[src/rtl/shift_pkg.sv]
// Shared definitions for the shift arbiter slice: operation encodings and widths.
package shift_pkg;

    localparam int unsigned XLEN32 = 32;
    localparam int unsigned CNT_W  = 16;

    typedef enum logic [1:0] {
        SH_SLL  = 2'b00,
        SH_SRL  = 2'b01,
        SH_SRA  = 2'b10,
        SH_PASS = 2'b11
    } sh_op_e;

endpackage

[src/rtl/shift_arbiter_shifter.sv]
// Combinational 32-bit shifter: logical left/right, arithmetic right, or pass-through.
module Shifter
    import shift_pkg::*;
(
    input  logic [XLEN32-1:0] data,
    input  logic [4:0]        shamt,
    input  logic [1:0]        ctrl,
    output logic [XLEN32-1:0] result
);

    sh_op_e op;

    always_comb begin
        op     = sh_op_e'(ctrl);
        result = data;
        case (op)
            SH_SLL:  result = data << shamt;
            SH_SRL:  result = data >> shamt;
            SH_SRA:  result = $unsigned($signed(data) >>> shamt);
            default: result = data;
        endcase
    end

endmodule

[src/rtl/shift_arbiter.sv]
// Two-requester round-robin front end sharing one shifter through a one-entry result slot.
module shift_arbiter
    import shift_pkg::*;
(
    input  logic              clk,
    input  logic              rst_n,
    input  logic              req0_valid,
    output logic              req0_ready,
    input  logic [XLEN32-1:0] req0_data,
    input  logic [4:0]        req0_shamt,
    input  logic [1:0]        req0_ctrl,
    input  logic              req1_valid,
    output logic              req1_ready,
    input  logic [XLEN32-1:0] req1_data,
    input  logic [4:0]        req1_shamt,
    input  logic [1:0]        req1_ctrl,
    output logic              rsp_valid,
    input  logic              rsp_ready,
    output logic              rsp_id,
    output logic [XLEN32-1:0] rsp_result,
    output logic              busy,
    output logic [CNT_W-1:0]  grant_cnt0,
    output logic [CNT_W-1:0]  grant_cnt1
);

    logic              last_grant;
    logic              slot_free;
    logic              any_valid;
    logic              gnt_id;
    logic              accept;
    logic [XLEN32-1:0] sh_data;
    logic [4:0]        sh_shamt;
    logic [1:0]        sh_ctrl;
    logic [XLEN32-1:0] sh_result;

    // Grant depends only on request valids and the pointer, never on slot contents.
    always_comb begin
        slot_free = !rsp_valid || rsp_ready;
        any_valid = req0_valid || req1_valid;
        if (req0_valid && req1_valid) begin
            gnt_id = ~last_grant;
        end else begin
            gnt_id = !req0_valid;
        end
        accept     = any_valid && slot_free;
        req0_ready = accept && !gnt_id;
        req1_ready = accept && gnt_id;
        sh_data    = gnt_id ? req1_data  : req0_data;
        sh_shamt   = gnt_id ? req1_shamt : req0_shamt;
        sh_ctrl    = gnt_id ? req1_ctrl  : req0_ctrl;
        busy       = rsp_valid || any_valid;
    end

    Shifter u_shifter (
        .data   (sh_data),
        .shamt  (sh_shamt),
        .ctrl   (sh_ctrl),
        .result (sh_result)
    );

    always_ff @(posedge clk or negedge rst_n) begin
        if (!rst_n) begin
            rsp_valid  <= 1'b0;
            rsp_id     <= 1'b0;
            rsp_result <= '0;
            last_grant <= 1'b1;
            grant_cnt0 <= '0;
            grant_cnt1 <= '0;
        end else begin
            if (accept) begin
                rsp_valid  <= 1'b1;
                rsp_id     <= gnt_id;
                rsp_result <= sh_result;
                last_grant <= gnt_id;
                if (!gnt_id && grant_cnt0 != '1) grant_cnt0 <= grant_cnt0 + 1'b1;
                if (gnt_id && grant_cnt1 != '1)  grant_cnt1 <= grant_cnt1 + 1'b1;
            end else if (rsp_ready) begin
                rsp_valid <= 1'b0;
            end
        end
    end

endmodule
[config.mk]
export PLATFORM = sky130hd
export DESIGN_NAME = shift_arbiter
export DESIGN_NICKNAME = d
export VERILOG_FILES = /design/src/rtl/shift_pkg.sv /design/src/rtl/shift_arbiter_shifter.sv /design/src/rtl/shift_arbiter.sv
export SDC_FILE = /design/constraint.sdc
export NUM_CORES = 1
export LEC_CHECK = 0
export BUFFER_PORTS_ARGS = -buffer_cell sky130_fd_sc_hd__clkbuf_2
export CAP_MARGIN = 15
export CORE_AREA = 2 2 120 122
export CTS_CLUSTER_SIZE = 28
export DETAILED_ROUTE_END_ITERATION = 16
export DIE_AREA = 0 0 122 124
export PLACE_DENSITY = 0.82
export SKIP_CTS_REPAIR_TIMING = 1
export SLEW_MARGIN = 20
export SYNTH_ARGS = -nofsm -noshare
export SYNTH_HDL_FRONTEND = slang
export SYNTH_HIERARCHICAL = 1
export SYNTH_SLANG_ARGS = --single-unit
export TNS_END_PERCENT = 5
[constraint.sdc]
create_clock -name clk -period 4.3 [get_ports clk]
set_clock_uncertainty 0.05 [all_clocks]
set_input_delay 0.86 -clock clk [delete_from_list [all_inputs] [get_ports clk]]
set_output_delay 0.86 -clock clk [all_outputs]
set_load 0.03 [all_outputs]
# ---- After elaboration in Yosys (flattened, before gate mapping)
# Index checks and enable logic that the tools add are counted.
dict set report word_totals {
  register_bits 67
  out_inout_bits 69
}
dict set report classes {
  n_addsub 2
  eq_ne 4
  shifts 3
  mux 7
  n_bitwise 1
  reduce_logical 16
}
# cell count
set op_table {}
lappend op_table {{case mux 32 bit (3 select lines)} 1}
lappend op_table {{adder 16 x 1 -> 16 bit, second input constant} 2}
lappend op_table {{two-way mux 32 bit} 1}
lappend op_table {{!= test 16 bit, second input constant} 2}
lappend op_table {{<< shifter 32 x 5 -> 32 bit} 1}
lappend op_table {{right shift 32 x 5 -> 32 bit} 1}
lappend op_table {{>>> shifter 32 x 5 -> 32 bit} 1}
lappend op_table {{logical AND 1 bit} 6}
lappend op_table {{two-way mux 5 bit} 1}
lappend op_table {{AND reduction 2 bit} 2}
lappend op_table {{logical NOT 1 bit} 3}
lappend op_table {{logical OR 1 bit} 3}
lappend op_table {{two-way mux 1 bit} 3}
lappend op_table {{equality test 2 x 1 -> 1 bit, second input constant} 1}
lappend op_table {{equality test 2 bit, second input constant} 1}
lappend op_table {{logical NOT 2 bit} 1}
lappend op_table {{two-way mux 2 bit} 1}
lappend op_table {{nonzero test 2 bit} 1}
lappend op_table {{NOT 1 bit} 1}

# ---- Longest topological paths before layout
# Gate-level depths: netlist (run 1).
dict set report logic_depth {
  word_depth 5
  mapped_depth 16
  ltp_nobuf 10
}

# ---- Cells and area by module
# The synthesis (run 1) kept the hierarchy.
# module n_inst cells_per_inst area_per_inst_um2 seq_area_each_um2
set modules_own_cells {}
lappend modules_own_cells {Shifter 1 591 4455.5 0.0}
lappend modules_own_cells {shift_arbiter 1 274 3443.3 1677.9}

# ---- Least setup slack after synthesis (run 1)
# OpenSTA, ideal clock, no wires.
dict set report synth_path {
  kind {input to register}
  startpoint {input req1_valid}
  endpoint {register rsp_result[14]}
  arrival_ns 3.604
  slack_ns 0.521
  path_stages 14
  path_buffers 5
  path_cell_list {nand2b_2 > nand2_1 > buf_4 > buf_2 > mux2_2 > buf_4 > buf_4 > buf_2 > nor4_1 > mux2i_1 > o22ai_1 > or2_2 > a22o_1 > mux2_2}
}
dict set report synth_between {
  elab_chain_cells 5
  elab_cells_between_ends 14
  cone_classes {eq/ne (2); shift (3); mux (5); reduce/logical (4)}
}
# item line_no
set synth_lines {}
lappend synth_lines {{start: declaration} shift_arbiter.sv:12} ;# input logic req1_valid,
lappend synth_lines {{logical AND 1 bit *} shift_arbiter.sv:40} ;# if (req0_valid && req1_valid) begin
lappend synth_lines {{two-way mux 1 bit *} shift_arbiter.sv:40}
lappend synth_lines {{two-way mux 5 bit *} shift_arbiter.sv:49} ;# sh_shamt = gnt_id ? req1_shamt : req0_shamt;
lappend synth_lines {{via sh_shamt[1]} shift_arbiter.sv:32} ;# logic [4:0] sh_shamt;
lappend synth_lines {{>>> shifter 32 x 5 -> 32 bit, or another cell as far along} shift_arbiter_shifter.sv:19} ;# SH_SRA: result = $unsigned($signed(data) >>> shamt);
lappend synth_lines {{case mux 32 bit (3 select lines) *} shift_arbiter_shifter.sv:16} ;# case (op)
lappend synth_lines {{via sh_result[14]} shift_arbiter.sv:34} ;# logic [XLEN32-1:0] sh_result;
lappend synth_lines {{end signal: assignment} shift_arbiter.sv:73} ;# rsp_result <= sh_result;
lappend synth_lines {{end: declaration} shift_arbiter.sv:20} ;# output logic [XLEN32-1:0] rsp_result,
# Mark *: on every way through the listed nets, which the timed path passes. The rest lies on a longest branch.
# A chain may end at the register's enable or synchronous reset.

# ---- Final worst setup path (run 1)
dict set report layout_path {
  startpoint {input req1_valid}
  endpoint {register rsp_result[2]}
}
# Same word-level chain as after synthesis.

==> reports/results.ini, run 1 <==
[clock_network]
htreeDepth=3
cts_buffer_depth=2
cts_sinks=67
cts_tree=done
worstSkewPairLatency_ps=330
clk_root_buffer_cell=clkbuf_16
clkTransAtPathRegs_ps=60
cts_made_buffers=9

[status]
outcome=finished clean

[die]
start_util_pct=57.6
die_h_microns=124
dieArea_sq_um=15100
placementRows=43
fp.coreArea_sq_um=13700
io_pins=152
die_w_microns=122

[sta]
rsz0062_at_grt=no
hold_viol_final=0
fin_crit_ps=4020
slew_violations=0
worst_slew_pin_slew_ps=840
maxSlewHeadroom_pct=43.5
setup_viol=0
clock.fmax_mhz=249
hold_ws_ps=426
final.setup.tns_ps=0
fin_crit_sh_pct=93.4

[grt]
gr-total-overflow=0
use_met2_pct=64.9
grt_pass1_vias=7796
grt_start_max_net_pins=51
grtUsageMet3_pct=10.3
grt_pass1_wl_microns=47300
grt.busiest_layer=met2
grtUsageMet1_pct=54.9
grt_antenna_before_repair=0
grt.total_usage_pct=41.9

[yosys]
syn_area_per_cell_sq_um=9.13
synth_common_cells=102 x nor2_1, 89 x mux2_2, 71 x nand2_1
synth_edf_count=0
yosysWarnings=6
synth_most_common_cell=nor2_1
synthesis.nets=950
yosys.area.top_type=dfrtp_1
yosys-top-cells-area=dfrtp_1 21%, mux4_2 15%, mux2_2 13%
synthFlopType=dfrtp_1
synth-seq-area-share_pct=21.2
yosysUniqueCellTypes=83
synth_top_area_share_pct=20.9
async_reset_ff_share_pct=100
syn_area_sq_um=7900
netlist_instances=865
synth_seq_cells=67

[routing]
viasPerCell=7.00
final_antenna_net_count=0
drc=0
dr.pass1.iters=6
drt_iter0_drc=1166
detail_route.wirelength_microns=31300
vias=8362
avgRoutedWirePerCell_microns=26.2

[setup_path]
path_cells=clkbuf_2, nand2b_2, nand2_2, buf_12, mux2_4, buf_4, buf_4, mux4_2, nor2_1, nor3_1, nor2_1, nor4_1, buf_4, o22a_1, mux2_2
cp.required_ps=4520
crit_path_max_fanout=39
startpoint_type=input pin
r2r-end=rsp_result[2]
crit_path_top_delay_cell=nor4_1
rr_worst_depth=14
reg2reg_slack_ps=410
crit_path_end_kind=register
crit_type=in -> reg
cp.arrival_ps=4240
cp_common_cell=buf_4
path_buf_inv=5
cp_top_family=simple AND/OR/NAND/NOR gates
r2r_start=last_grant
critPathMaxStageDelay_ps=700

[finish]
seqCellArea_sq_um=1680
final_util_pct=67.8
area_growth_pct=17.8
fin_area_sq_um=9300
fillCellCount=1165
drive_above_1_share_pct=39.0
multiInputGateArea_sq_um=5760
antenna_cells=0
nNetsFinal=1095

[power]
p_per_area_nw_per_um2=414
irDropWorstVdd_uv=417
power.leakage_nw=4.12

[run]
drv_cap=0

[worst_hold_path]
holdCritPathClass=in -> async

[placed_design]
place_hpwl_microns=23500
dpl_cell_area_sq_um=8980
gp_congestion=1.06
io_buffers=151

-- registers in the layout, summed over array words and instances, names as in the netlist --
name,cells
grant_cnt0,16
last_grant,1
rsp_valid,1
rsp_id,1
grant_cnt1,16
rsp_result,32
-- layout by cell type (no fill, tap or decap), types with 12 or more instances in the layout --
cell,instances
o22ai_1,12
nor2_1,102
nor4_1,12
nand2_1,70
mux2i_1,48
mux4_2,53
mux2_2,87
o21ai_1,12
nor3_1,26
a21oi_1,33
clkbuf_2,150
buf_4,52
xor2_1,23
o21ai_0,35
nand3_1,18
dfrtp_1,66
-- power by group --
group | switching, mW | internal (mW)
Sequential | 0.149 | 0.787
Combinational | 1.31 | 0.796
Clock | 0.295 | 0.512
Total | 1.75 | 2.09
-- stage by stage --
stage          total power [mW]  worst slack (ps)  instances
2_1_floorplan              2.30               521        865
4_1_cts                    3.81               464       1195
6_report                   3.85               283       1195
3_3_place_gp               2.97               158       1179
3_5_place_dp               2.99               126       1179
5_1_grt                    4.01               139       1195
-- per-layer routing --
metal | up-vias | wire length [microns]
met5 | - | 0
met4 | 0 | 1880
met3 | 134 | 3530
met2 | 638 | 14100
met1 | 3995 | 11800
li1 | 3595 | -
-- cells by family after synthesis --
family | after synthesis | synth area share (%)
DFF | 67 | 21.2
xor gates and xnor gates | 26 | 2.88
AOI/OAI and AO/OA | 189 | 16.3
adders and majority gates | 2 | 0.317
and+or+nand+nor | 303 | 19.1
buffers and inverters | 86 | 5.91
muxes | 192 | 34.3
-- final cells by class --
cell class / count / share of cell area, %
clock buffers: 9 / 2.42
clock inverters: 7 / 1.08
inverters: 11 / 0.471
multi-input cells: 712 / 62.0
flip-flops and latches: 67 / 18.0
well taps: 180 / 2.42
repair buffers: 209 / 13.6
-- how the worst max path moves through the flow --
stage,startpoint,endpoint,slack (ps),depth (start not counted)
floorplan,req1_valid,rsp_result[14],520,14
global placement,req1_valid,rsp_result[2],160,15
detailed placement,req1_valid,rsp_result[2],130,15
CTS,req1_valid,rsp_result[2],460,15
global route,req1_valid,rsp_result[2],140,15
finish,req1_valid,rsp_result[2],280,15
(Power assumes the default switching activity.)
==> run 2: changes to the inputs <==
Settings changed: CORE_AREA 2 2 120 122 to 2 2 181 183, DIE_AREA 0 0 122 124 to 0 0 183 185, PLACE_DENSITY 0.82 to default.
==> reports/results.ini, run 2 (synthesis gave the netlist of run 1 again) <==
[finish]
antenna_cells=0  ; unchanged
area_growth_pct=20.3
largest_reg_flops=32  ; unchanged
multiInputGateArea_sq_um=5760  ; unchanged
largest_registers=rsp_result (32), grant_cnt0 (16), grant_cnt1 (16)
layout.cells.most_common=clkbuf_2
drive_above_1_share_pct=38.4  ; -0.64 points
layout_common_cells=150 x clkbuf_2, 102 x nor2_1, 87 x mux2_2, 70 x nand2_1, 66 x dfrtp_1
seqCellArea_sq_um=1680  ; unchanged
top_register=rsp_result
nNetsFinal=1086  ; -0.82%
final_util_pct=29.7  ; -38 points
fillCellCount=3422  ; +190%

[routing]
viasPerCell=5.72  ; -18%
detail_route.wirelength_microns=33200  ; +6.0%
drt_iter0_drc=954  ; -18%
final_antenna_net_count=0  ; unchanged
dr.pass1.iters=6  ; unchanged
drc=0  ; unchanged
avgRoutedWirePerCell_microns=23.5  ; -10%
vias=8092  ; -3.2%

[grt]
grt_antenna_before_repair=1  ; +1
gr-total-overflow=0  ; unchanged
grt_pass1_vias=7756  ; -0.51%
grt.total_usage_pct=19.2  ; -23 points
grt_start_max_net_pins=86  ; +69%
grt_pass1_wl_microns=49300  ; +4.3%

[clock_network]
clk_root_buffer_cell=clkbuf_16
cts_buffer_depth=2  ; unchanged
htreeDepth=3  ; unchanged
cts_sinks=67  ; unchanged
worstSkewPairLatency_ps=330  ; about the same
clkTransAtPathRegs_ps=60  ; about the same
cts_tree=done
cts_made_buffers=9  ; unchanged

[power]
irDropWorstVdd_uv=205  ; -51%
p_per_area_nw_per_um2=398  ; -3.9%
power.leakage_nw=4.05  ; -1.6%
p_int_mw=2.02  ; -3.5%
seqPwrFrac_pct=24.9  ; +0.6 points
pwr-share-clk_pct=19.3  ; -1.6 points
swShare_pct=46.5  ; +0.91 points
p_switching_mw=1.76  ; +0.16%
power_frac_comb_pct=55.8  ; +1.1 points
total_power_mw=3.78  ; -1.8%

[setup_path]
startpoint_type=input pin
crit_type=in -> reg
crit_path_end_kind=register
crit_path_max_fanout=34  ; -13%
cp.required_ps=4460  ; -60 ps
cp.arrival_ps=4140  ; -100 ps

[die]
fp.coreArea_sq_um=32000  ; +130%
placementRows=66  ; +53%
die_h_microns=185  ; +49%
start_util_pct=24.7  ; -33 points
io_pins=152  ; unchanged
die_w_microns=183  ; +50%
dieArea_sq_um=33900  ; +120%

[run]
drv_cap=0  ; unchanged

[sta]
hold_ws_ps=452  ; +26.2 ps
slew_violations=0  ; unchanged
fin_crit_sh_pct=92.6  ; -0.84 points
setup_viol=0  ; unchanged
rsz0062_at_grt=no
clock.fmax_mhz=251  ; +0.90%
fin_crit_ps=3980  ; -36.0 ps
maxSlewHeadroom_pct=43.9  ; +0.39 points
worst_slew_pin_slew_ps=841  ; +1.86 ps
hold_viol_final=0  ; unchanged
final.setup.tns_ps=0  ; unchanged

[placed_design]
place_hpwl_microns=25300  ; +7.4%
gp_congestion=1.05  ; -1.2%
io_buffers=151  ; unchanged

[status]
outcome=finished clean

[worst_hold_path]
holdCritPathClass=reg -> reg

-- run 2: cell count changes in the layout (fill, tap and decap cells not counted) --
cell | before | now
clkinv_4 | 3 | 1
buf_12 | 6 | 7
clkbuf_1 | 0 | 1
bufinv_16 | 2 | 1
clkinvlp_4 | 0 | 3
buf_4 | 52 | 42
inv_6 | 1 | 0
-- run 2: power by group through the flow --
stage	clock network (mW)	registers, mW	logic (mW)
3_3_place_gp	0	0.948	2.07
6_report	0.730	0.939	2.11
3_5_place_dp	0	0.951	2.08
4_1_cts	0.751	0.941	2.08
5_1_grt	0.779	0.963	2.22
2_1_floorplan	0	1.22	1.09
-- run 2: area by class of cell --
cell class              instances  share of cell area, %
flip-flops and latches         67                   17.7
repair buffers                200                   12.7
well taps                     408                   5.37
clock buffers                  10                   2.41
inverters                      11                  0.461
clock inverters                 6                  0.698
multi-input cells             712                   60.7
-- run 2: path summary, 6_finish.rpt --
| check | end | start | depth (start not counted) | slack [ps] |
|---|---|---|---|---|
| max in group asynchronous | last_grant | rst_n | 2 | 2570 |
| setup reg to reg | rsp_result[24] | last_grant | 12 | 400 |
| setup / recovery | rsp_result[24] | req1_valid | 13 | 320 |
| hold reg to reg | grant_cnt0[15] | grant_cnt0[15] | 1 | 450 |
| min in group asynchronous | grant_cnt0[10] | rst_n | 1 | 590 |
| hold / removal | grant_cnt0[15] | grant_cnt0[15] | 1 | 450 |
-- run 2: layer usage --
layer / vias up / GRT usage (%) / part of all wire (%)
met4: 2 / 7.78 / 4.2
met2: 428 / 32.2 / 48
met5: - / 0 / 0.039
met1: 4024 / 25.1 / 41
met3: 73 / 2.26 / 6.8
li1: 3565 / - / -
-- run 2: stage by stage --
step	cells	instance area (sq um)	setup WS (ps)
2_1_floorplan	865	7900	521
3_3_place_gp	1398	9210	43.4
3_5_place_dp	1398	9210	46.5
4_1_cts	1414	9500	384
5_1_grt	1414	9500	196
6_report	1414	9500	319
-- run 2: worst max-delay path, cell delays in order --
cell and delay (ps):
clkbuf_2 130, nand2b_2 80, nand2_2 90, buf_12 200
mux2_4 340, buf_4 290, mux4_2 580, nor2_1 120
nor2_1 50, o21ai_0 450, o21ai_1 120, or3_1 470
mux2_2 290
